==> src/rtl/dtree_seq_eval.sv <==
// dtree_seq_eval: run-time programmable decision-tree classifier, one node per clock.
// Optional DTREE_DEPTH_OUT_EN adds out_depth (internal-node count of the result).
module dtree_seq_eval #(
    parameter int N_FEAT = 5,
    parameter int FEAT_W = 8,
    parameter int CLASS_W = 5,
    parameter int N_NODES = 16,
    parameter int MAX_DEPTH = 8,
    localparam int IDX_W = $clog2(N_NODES),
    localparam int FSEL_W = $clog2(N_FEAT),
    localparam int NODE_W = 1 + FSEL_W + FEAT_W + 2 * IDX_W,
    localparam int DEP_W = $clog2(MAX_DEPTH + 1)
) (
    input  logic                     clk,
    input  logic                     rst,
    input  logic                     cfg_we,
    input  logic [IDX_W-1:0]         cfg_addr,
    input  logic [NODE_W-1:0]        cfg_data,
    input  logic                     in_valid,
    output logic                     in_ready,
    input  logic [N_FEAT*FEAT_W-1:0] in_feat,
    output logic                     out_valid,
    input  logic                     out_ready,
    output logic [CLASS_W-1:0]       out_class,
`ifdef DTREE_DEPTH_OUT_EN
    output logic [DEP_W-1:0]         out_depth,
`endif
    output logic                     out_err
);
    typedef enum logic [1:0] {IDLE, WALK, DONE} state_t;
    localparam logic [NODE_W-1:0] RST_NODE = {1'b1, {(NODE_W-1){1'b0}}};

    state_t                          state;
    logic [NODE_W-1:0]               tbl [N_NODES];
    logic [N_FEAT-1:0][FEAT_W-1:0]   feat_q;
    logic [IDX_W-1:0]                node;
    logic [DEP_W-1:0]                step;

    logic [NODE_W-1:0] node_w;
    logic              leaf, bad_feat, bad_child, abort;
    logic [FSEL_W-1:0] fsel, fsel_ok;
    logic [FEAT_W-1:0] thr, fval;
    logic [IDX_W-1:0]  left, right, child;

    // table mux -> feature mux -> comparator -> next-node mux
    always_comb begin
        node_w    = tbl[node];
        leaf      = node_w[NODE_W-1];
        fsel      = node_w[NODE_W-2 -: FSEL_W];
        thr       = node_w[2*IDX_W +: FEAT_W];
        left      = node_w[IDX_W +: IDX_W];
        right     = node_w[0 +: IDX_W];
        bad_feat  = {1'b0, fsel} >= (FSEL_W+1)'(N_FEAT);
        fsel_ok   = bad_feat ? '0 : fsel;
        fval      = feat_q[fsel_ok];
        child     = (fval <= thr) ? left : right;
        bad_child = {1'b0, child} >= (IDX_W+1)'(N_NODES);
        abort     = bad_feat || bad_child || step == DEP_W'(MAX_DEPTH);
    end

    always_ff @(posedge clk or posedge rst) begin
        if (rst) begin
            state     <= IDLE;
            in_ready  <= 1'b1;
            out_valid <= 1'b0;
            out_class <= '0;
            out_err   <= 1'b0;
            node      <= '0;
            step      <= '0;
            feat_q    <= '0;
`ifdef DTREE_DEPTH_OUT_EN
            out_depth <= '0;
`endif
            for (int i = 0; i < N_NODES; i++) tbl[i] <= RST_NODE;
        end else begin
            case (state)
                IDLE: begin
                    if (cfg_we && {1'b0, cfg_addr} < (IDX_W+1)'(N_NODES)) tbl[cfg_addr] <= cfg_data;
                    if (in_valid) begin
                        feat_q   <= in_feat;
                        node     <= '0;
                        step     <= '0;
                        in_ready <= 1'b0;
                        state    <= WALK;
                    end
                end
                WALK: begin
                    if (leaf || abort) begin
                        out_class <= leaf ? thr[CLASS_W-1:0] : '0;
                        out_err   <= !leaf;
                        out_valid <= 1'b1;
`ifdef DTREE_DEPTH_OUT_EN
                        out_depth <= step;
`endif
                        state     <= DONE;
                    end else begin
                        node <= child;
                        step <= step + 1'b1;
                    end
                end
                default: begin
                    if (out_ready) begin
                        out_valid <= 1'b0;
                        in_ready  <= 1'b1;
                        state     <= IDLE;
                    end
                end
            endcase
        end
    end
endmodule

==> config.mk <==
export PLATFORM = sky130hd
export DESIGN_NAME = dtree_seq_eval
export DESIGN_NICKNAME = d
export VERILOG_FILES = /design/src/rtl/dtree_seq_eval.sv
export SDC_FILE = /design/constraint.sdc
export NUM_CORES = 1
export LEC_CHECK = 0
export ABC_AREA = 1
export CORE_MARGIN = 4
export CORE_UTILIZATION = 61
export DETAILED_ROUTE_END_ITERATION = 6
export HOLD_SLACK_MARGIN = 0.02
export MAX_ROUTING_LAYER = met4
export PLACE_DENSITY = 0.8
export SLEW_MARGIN = 20
export SYNTH_ARGS = -nofsm -noshare
export SYNTH_HDL_FRONTEND = slang
export SYNTH_SLANG_ARGS = --single-unit
==> constraint.sdc <==
create_clock -name clk -period 18.35 [get_ports clk]
set_clock_uncertainty 0.15 [all_clocks]
set_input_delay 3.67 -clock clk [delete_from_list [all_inputs] [get_ports clk]]
set_output_delay 3.67 -clock clk [all_outputs]
set_load 0.005 [all_outputs]
==> flow_summary.toml, run 1 <==
[run_status]
status = "complete, no violations"

[detailed_routing]
first_pass_iters = 6
drc_errors = 0
ant_nets = 0
wirelength_um = 47500
viasPerCell = 5.96
wire_per_inst_um = 18.7
first_iter_violations = 1881
num_vias = 15100

[critical_path]
cp-start-kind = "input port"
arrival_ns = 6.42
worstPathMaxFanout = 153
end_kind = "asynchronous set/reset pin"
critical_path_required_ns = 18.77
critPathKind = "in -> async"

[power]
power_density_nw_per_um2 = 174
power.leakage_nw = 9.16
ir_worst_vdd_uv = 104

[floorplanning]
num_rows = 61
die_area_um2 = 31300
core_um2 = 27900
dieHeight_um = 177
die_w_um = 177
start_util_pct = 62.2
io_pins = 77

[sta]
final-setup-viol-count = 0
rsz0062_at_grt = "no"
max_slew_margin_pct = 37.0
finalCriticalPeriod_ns = 6.00
worst_pin_slew_ns = 0.945
finalHoldViolCount = 0
drv_slew = 0
setup_tns_ns = 0
timing.final.crit_share_pct = 32.7
max_freq_mhz = 167
postLayoutSetupSlackWorst_ns = 12.35

[synth]
syn_area_per_cell_um2 = 8.11
yosys.area.top_type = "dfrtp_1"
synth_edf_count = 0
synth_seq_area_share_pct = 54.5
syn-instance-count = 2143
synth_top_area_share_pct = 52.0
synth-xor-area-share_pct = 0.101
synth_fa_ha_area_share_pct = 0.720
synth_mux_area_share_pct = 0
synthFlopType = "dfrtp_1"
synthSimpleGateAreaFrac_pct = 24.1
yosysWarningCount = 0
yosys-top-cells-count = "nand2_1, o21ai_0, dfrtp_1, nand3_1, nor2_1"
synth_seq_cells = 378
synth_cell_types = 37
yosysMostFrequentCell = "nand2_1"
synth_top_family_by_area = "simple AND/OR/NAND/NOR gates"
synthTopCellsByArea = "dfrtp_1, nand2_1, o21ai_0"
synth_fp_nets = 2222
syn_area_um2 = 17400
synth_compound_area_share_pct = 14.6
async_reset_ff_share_pct = 100

[global_route]
grt_overflow = 0
antenna_found_initial = 0
grt.total_usage_pct = 31.2
grt_pass1_wl_um = 75900
grt_pass1_vias = 14600
grt_max_degree = 154

[min_path]
hold_class = "reg -> reg"

[placed_design]
port_buffers = 76
gp_congestion = 0.845
dpl-instance-area_um2 = 18100
pre_cts_ws_ns = 11.18
hpwl_um = 26800

[clock_network]
cts_root_buf = "clkbuf_16"
clk_pin_slew_worst_paths_ns = 0.06
cts_resized = 0
post_cts_buffers = 0
cts_max_path_buffers = 3
clock_sinks = 378
cts_max_level = 2
cts_tree = "yes"
cts_buffers = 40
clock_latency_ns = 0.54
cts_hold_buffers = 0

[layout]
num-fill-cells = 2212
design_area_um2 = 19400
drive_above_1_share_pct = 5.83
fin_nets = 2209
area_delta_synth_final_pct = 11.9
num_antenna_cells = 0

[flow_run]
cap_violations = 0
-- worst max-delay path: stages --
cell and delay (ns):
clkdlybuf4s50_1 0.50, clkinv_8 0.55, buf_4 0.85, buf_6 0.66
-- path summary, 6_finish.rpt --
| check | startpoint | to | slack (ns) | cells past startpoint |
|---|---|---|---|---|
| max | rst | tbl[266]$_DFFE_PP0P_ | 12.35 | 4 |
| min | in_ready$_DFFE_PP1P_ | in_ready$_DFFE_PP1P_ | 0.32 | 2 |
| max reg2reg | node[0]$_DFFE_PP0P_ | node[0]$_DFFE_PP0P_ | 13.02 | 24 |
| min reg2reg | in_ready$_DFFE_PP1P_ | in_ready$_DFFE_PP1P_ | 0.32 | 2 |
| max in group clk | cfg_we | tbl[256]$_DFFE_PP0P_ | 12.38 | 7 |
| min in group asynchronous | rst | tbl[202]$_DFFE_PP0P_ | 3.55 | 2 |
-- registers in the layout, summed over array words and instances (netlist names) --
name and cells:
state 2, out_err 1, in_ready 1, feat_q 40
tbl 320, out_valid 1, out_class 5, node 4
step 4
-- layout by cell type (no fill, tap or decap), types with 2 or more instances in the layout --
cell type | netlist | final
clkinv_2 | 0 | 4
a21oi_1 | 16 | 16
nor2_1 | 118 | 118
dfstp_2 | 17 | 17
inv_2 | 4 | 3
o221ai_1 | 24 | 24
nand2_1 | 716 | 716
dfrtp_2 | 0 | 2
nand2_2 | 7 | 7
o21ai_0 | 408 | 408
nand4_1 | 5 | 5
clkbuf_8 | 0 | 8
o21ai_1 | 8 | 8
ha_1 | 10 | 10
a31oi_1 | 2 | 2
o22ai_1 | 8 | 8
clkbuf_16 | 0 | 41
o211ai_1 | 12 | 12
clkbuf_1 | 111 | 15
buf_4 | 11 | 30
dfrtp_1 | 361 | 358
inv_1 | 70 | 69
or2_1 | 2 | 2
nand3_1 | 179 | 179
bufinv_16 | 0 | 3
clkdlybuf4s50_1 | 0 | 76
inv_4 | 1 | 2
-- through the flow --
step | total power [mW] | cells | hold WS, ns | utilization, %
detailed placement | 2.55 | 2466 | 0.306 | 64.9
floorplan | 2.21 | 2143 | 0.290 | -
global route | 3.61 | 2538 | 0.329 | 69.6
CTS | 3.37 | 2538 | 0.315 | 69.6
global placement | 2.48 | 2466 | 0.303 | 64.9
finish | 3.37 | 2538 | 0.316 | 69.6
-- area by class of cell --
type	count	area, µm²	share of cell area, %
Sequential cell	378	9490	48.8
Multi-Input combinational cell	1527	6880	35.4
Timing Repair Buffer	107	997	5.13
Inverter	76	303	1.56
Tap cell	378	473	2.43
Clock buffer	64	1190	6.13
Clock inverter	8	118	0.605
-- where the power goes --
group	leakage, nW	internal (mW)	switching [mW]
combinational	3.65	0.411	0.720
clock	0.639	0.486	0.321
sequential	4.87	1.22	0.218
-- logic make-up (layout without fill, tap and decap cells) --
kind of cell | after synthesis | in the layout
and+or+nand+nor | 1035 | 1035
AOI/OAI and AO/OA | 480 | 480
DFF | 378 | 378
buffers and inverters | 238 | 255
adders and majority gates | 10 | 10
xor gates and xnor gates | 2 | 2
-- metal layers --
| metal | wire (µm) | up-vias | part of all wire [%] | track usage [%] |
|---|---|---|---|---|
| met5 | 0 | - | 0 | - |
| met4 | 1870 | 0 | 3.9 | 12.1 |
| met3 | 4050 | 136 | 8.5 | 5.11 |
| met2 | 22100 | 704 | 47 | 48.1 |
| met1 | 19500 | 7303 | 41 | 42.3 |
| li1 | - | 6986 | - | - |
Power figures use the tool's default switching activity.
==> run 2: changes to the inputs <==
--- a/config.mk
+++ b/config.mk
@@ -7,11 +7,11 @@
 export LEC_CHECK = 0
 export ABC_AREA = 1
 export CORE_MARGIN = 4
-export CORE_UTILIZATION = 61
+export CORE_UTILIZATION = 55
 export DETAILED_ROUTE_END_ITERATION = 6
 export HOLD_SLACK_MARGIN = 0.02
 export MAX_ROUTING_LAYER = met4
-export PLACE_DENSITY = 0.8
+export PLACE_DENSITY = 0.76
 export SLEW_MARGIN = 20
 export SYNTH_ARGS = -nofsm -noshare
 export SYNTH_HDL_FRONTEND = slang
==> constraint.sdc (replaced) <==
create_clock -name clk -period 5 [get_ports clk]
set_clock_uncertainty 0.15 [all_clocks]
set_input_delay 1 -clock clk [delete_from_list [all_inputs] [get_ports clk]]
set_output_delay 1 -clock clk [all_outputs]
set_load 0.005 [all_outputs]
==> flow_summary.toml, run 2 (synthesized netlist as in run 1, its figures left out) <==
[run_status]
status = "complete, no violations"

[min_path]
hold_class = "reg -> reg"
whs_path_depth = 2

[detailed_routing]
first_pass_iters = 5
drt-met1-wl_um = 19700
wirelength_um = 47100
ant_nets = 0
first_iter_violations = 1684
num_vias = 15000
viasPerCell = 5.86
wire_per_inst_um = 18.4
met2_length_um = 21700
route.top_layer_used = "met4"
drc_errors = 0
route.met3.wl_um = 4170

[global_route]
grt.total_usage_pct = 28.1
grt_pass1_vias = 14300
grt_pass1_wl_um = 75700
grt_overflow = 0
grt_max_degree = 101
antenna_found_initial = 0

[layout]
design_area_um2 = 19500
fin_util_pct = 63.0
num_antenna_cells = 0
final_common_cell = "nand2_1"
layout_common_cells = "nand2_1, o21ai_0, dfrtp_1, nand3_1, nor2_1"
reg_top3 = "tbl: 320 flops, feat_q: 40 flops, out_class: 5 flops"
top_register = "tbl"
fin_nets = 2215
drive_above_1_share_pct = 6.33
largest_reg_flops = 320
area_delta_synth_final_pct = 12.1

[critical_path]
critPathKind = "reg -> reg"
worstRegToRegCells = 22
cp.depth = 22
cpMostUsedCell = "nand2_1"
cp_num_buf_inv = 1
critical_path_required_ns = 5.27
end_kind = "flop"
critPathMaxStageDelay_ns = 0.64
worstPathMaxFanout = 52
arrival_ns = 4.81
cp_cell_sequence = "buf_4, nor2_1, nor2_1, o21ai_1, nand3_1, nand3_1, nand2_2, nand2_2, nand2_1, nand3_1, nand3_1, nand2_1, ha_1, nand2_1, o21ai_0, nand2_1, a21oi_1, o21ai_0, nand2_1, nor2_1, nand2_1, nand2_1"
cpMaxStageDelayCell = "a21oi_1"
cp_top_family = "simple AND/OR/NAND/NOR gates"
cp-start-kind = "flop"

[floorplanning]
die_area_um2 = 34500
dieHeight_um = 186
io_pins = 77
die_w_um = 186
start_util_pct = 56.2
core_um2 = 30900
num_rows = 64

[sta]
worst_pin_slew_ns = 0.982
timing.final.crit_share_pct = 90.7
finalHoldViolCount = 0
final-setup-viol-count = 0
max_freq_mhz = 220
rsz0062_at_grt = "no"
drv_slew = 0
finalCriticalPeriod_ns = 4.54
postLayoutSetupSlackWorst_ns = 0.465
max_slew_margin_pct = 34.6

[power]
ir_worst_vdd_uv = 317
power_density_nw_per_um2 = 619
combPwrFrac_pct = 32.6
swShare_pct = 36.9
p_int_mw = 7.61
power.leakage_nw = 9.18
clkPwrFrac_pct = 23.6
p_switching_mw = 4.46
seq_power_share_pct = 43.8
p_total_mw = 12.1

[clock_network]
cts_hold_buffers = 0
clk_pin_slew_worst_paths_ns = 0.06
clock_latency_ns = 0.53
cts_buffers = 39
cts_max_level = 2
cts_root_buf = "clkbuf_16"
clock_sinks = 378
cts_tree = "yes"
post_cts_buffers = 0
cts_resized = 0
cts_max_path_buffers = 3

[placed_design]
hpwl_um = 27900
pre_cts_ws_ns = 0.616
dpl-instance-area_um2 = 18200
port_buffers = 76
gp_congestion = 0.914

[flow_run]
cap_violations = 0
-- run 2: cell types whose count changed in the layout (fill, tap and decap cells not counted) --
cell	delta
clkbuf_8	-1
clkinv_2	+7
buf_12	+3
buf_6	-1
clkbuf_1	-6
bufinv_16	-2
buf_4	+5
clkinvlp_4	+1
clkinv_8	-1
-- run 2: path summary, 6_finish.rpt --
path,start,to,slack [ns]
max,node[0]$_DFFE_PP0P_,node[1]$_DFFE_PP0P_,0.46
min,in_ready$_DFFE_PP1P_,in_ready$_DFFE_PP1P_,0.32
max reg2reg,node[0]$_DFFE_PP0P_,node[1]$_DFFE_PP0P_,0.46
min reg2reg,in_ready$_DFFE_PP1P_,in_ready$_DFFE_PP1P_,0.32
max in group asynchronous,rst,tbl[38]$_DFFE_PP0P_,2.94
min in group asynchronous,rst,tbl[251]$_DFFE_PP0P_,0.79
-- run 2: cell type report --
cell class              instances  area (µm²)
fillers                      2628       11400
flip-flops and latches        378        9490
multi-input cells            1527        6880
clock buffers                  57        1160
repair buffers                114        1080
well taps                     396         495
inverters                      76         294
clock inverters                13        92.6
-- run 2: tightest hold or removal path, delay by kind of cell, from the launching register on --
family / cells / cell delay (ns)
flops: 1 / 0.37
simple gates: 2 / 0.09
-- run 2: metrics by stage --
stage,setup TNS [ns],cells,hold WS (ns)
2_1_floorplan,-438.32,2143,0.290
3_3_place_gp,0,2491,0.302
3_5_place_dp,0,2491,0.309
4_1_cts,0,2561,0.323
5_1_grt,0,2561,0.340
6_report,0,2561,0.322
-- run 2: layer usage --
metal,vias up,track usage [%]
li1,7001,-
met1,7178,39.0
met2,698,43.0
met3,120,4.96
met4,0,8.42
met5,-,-
-- run 2: power groups by stage --
stage	registers, mW	clock network [mW]	logic [mW]
detailed placement	5.28	0	3.91
finish	5.28	2.85	3.93
floorplan	5.04	0	3.06
global route	5.43	3.03	4.54
global placement	5.26	0	3.74
CTS	5.26	2.89	3.93
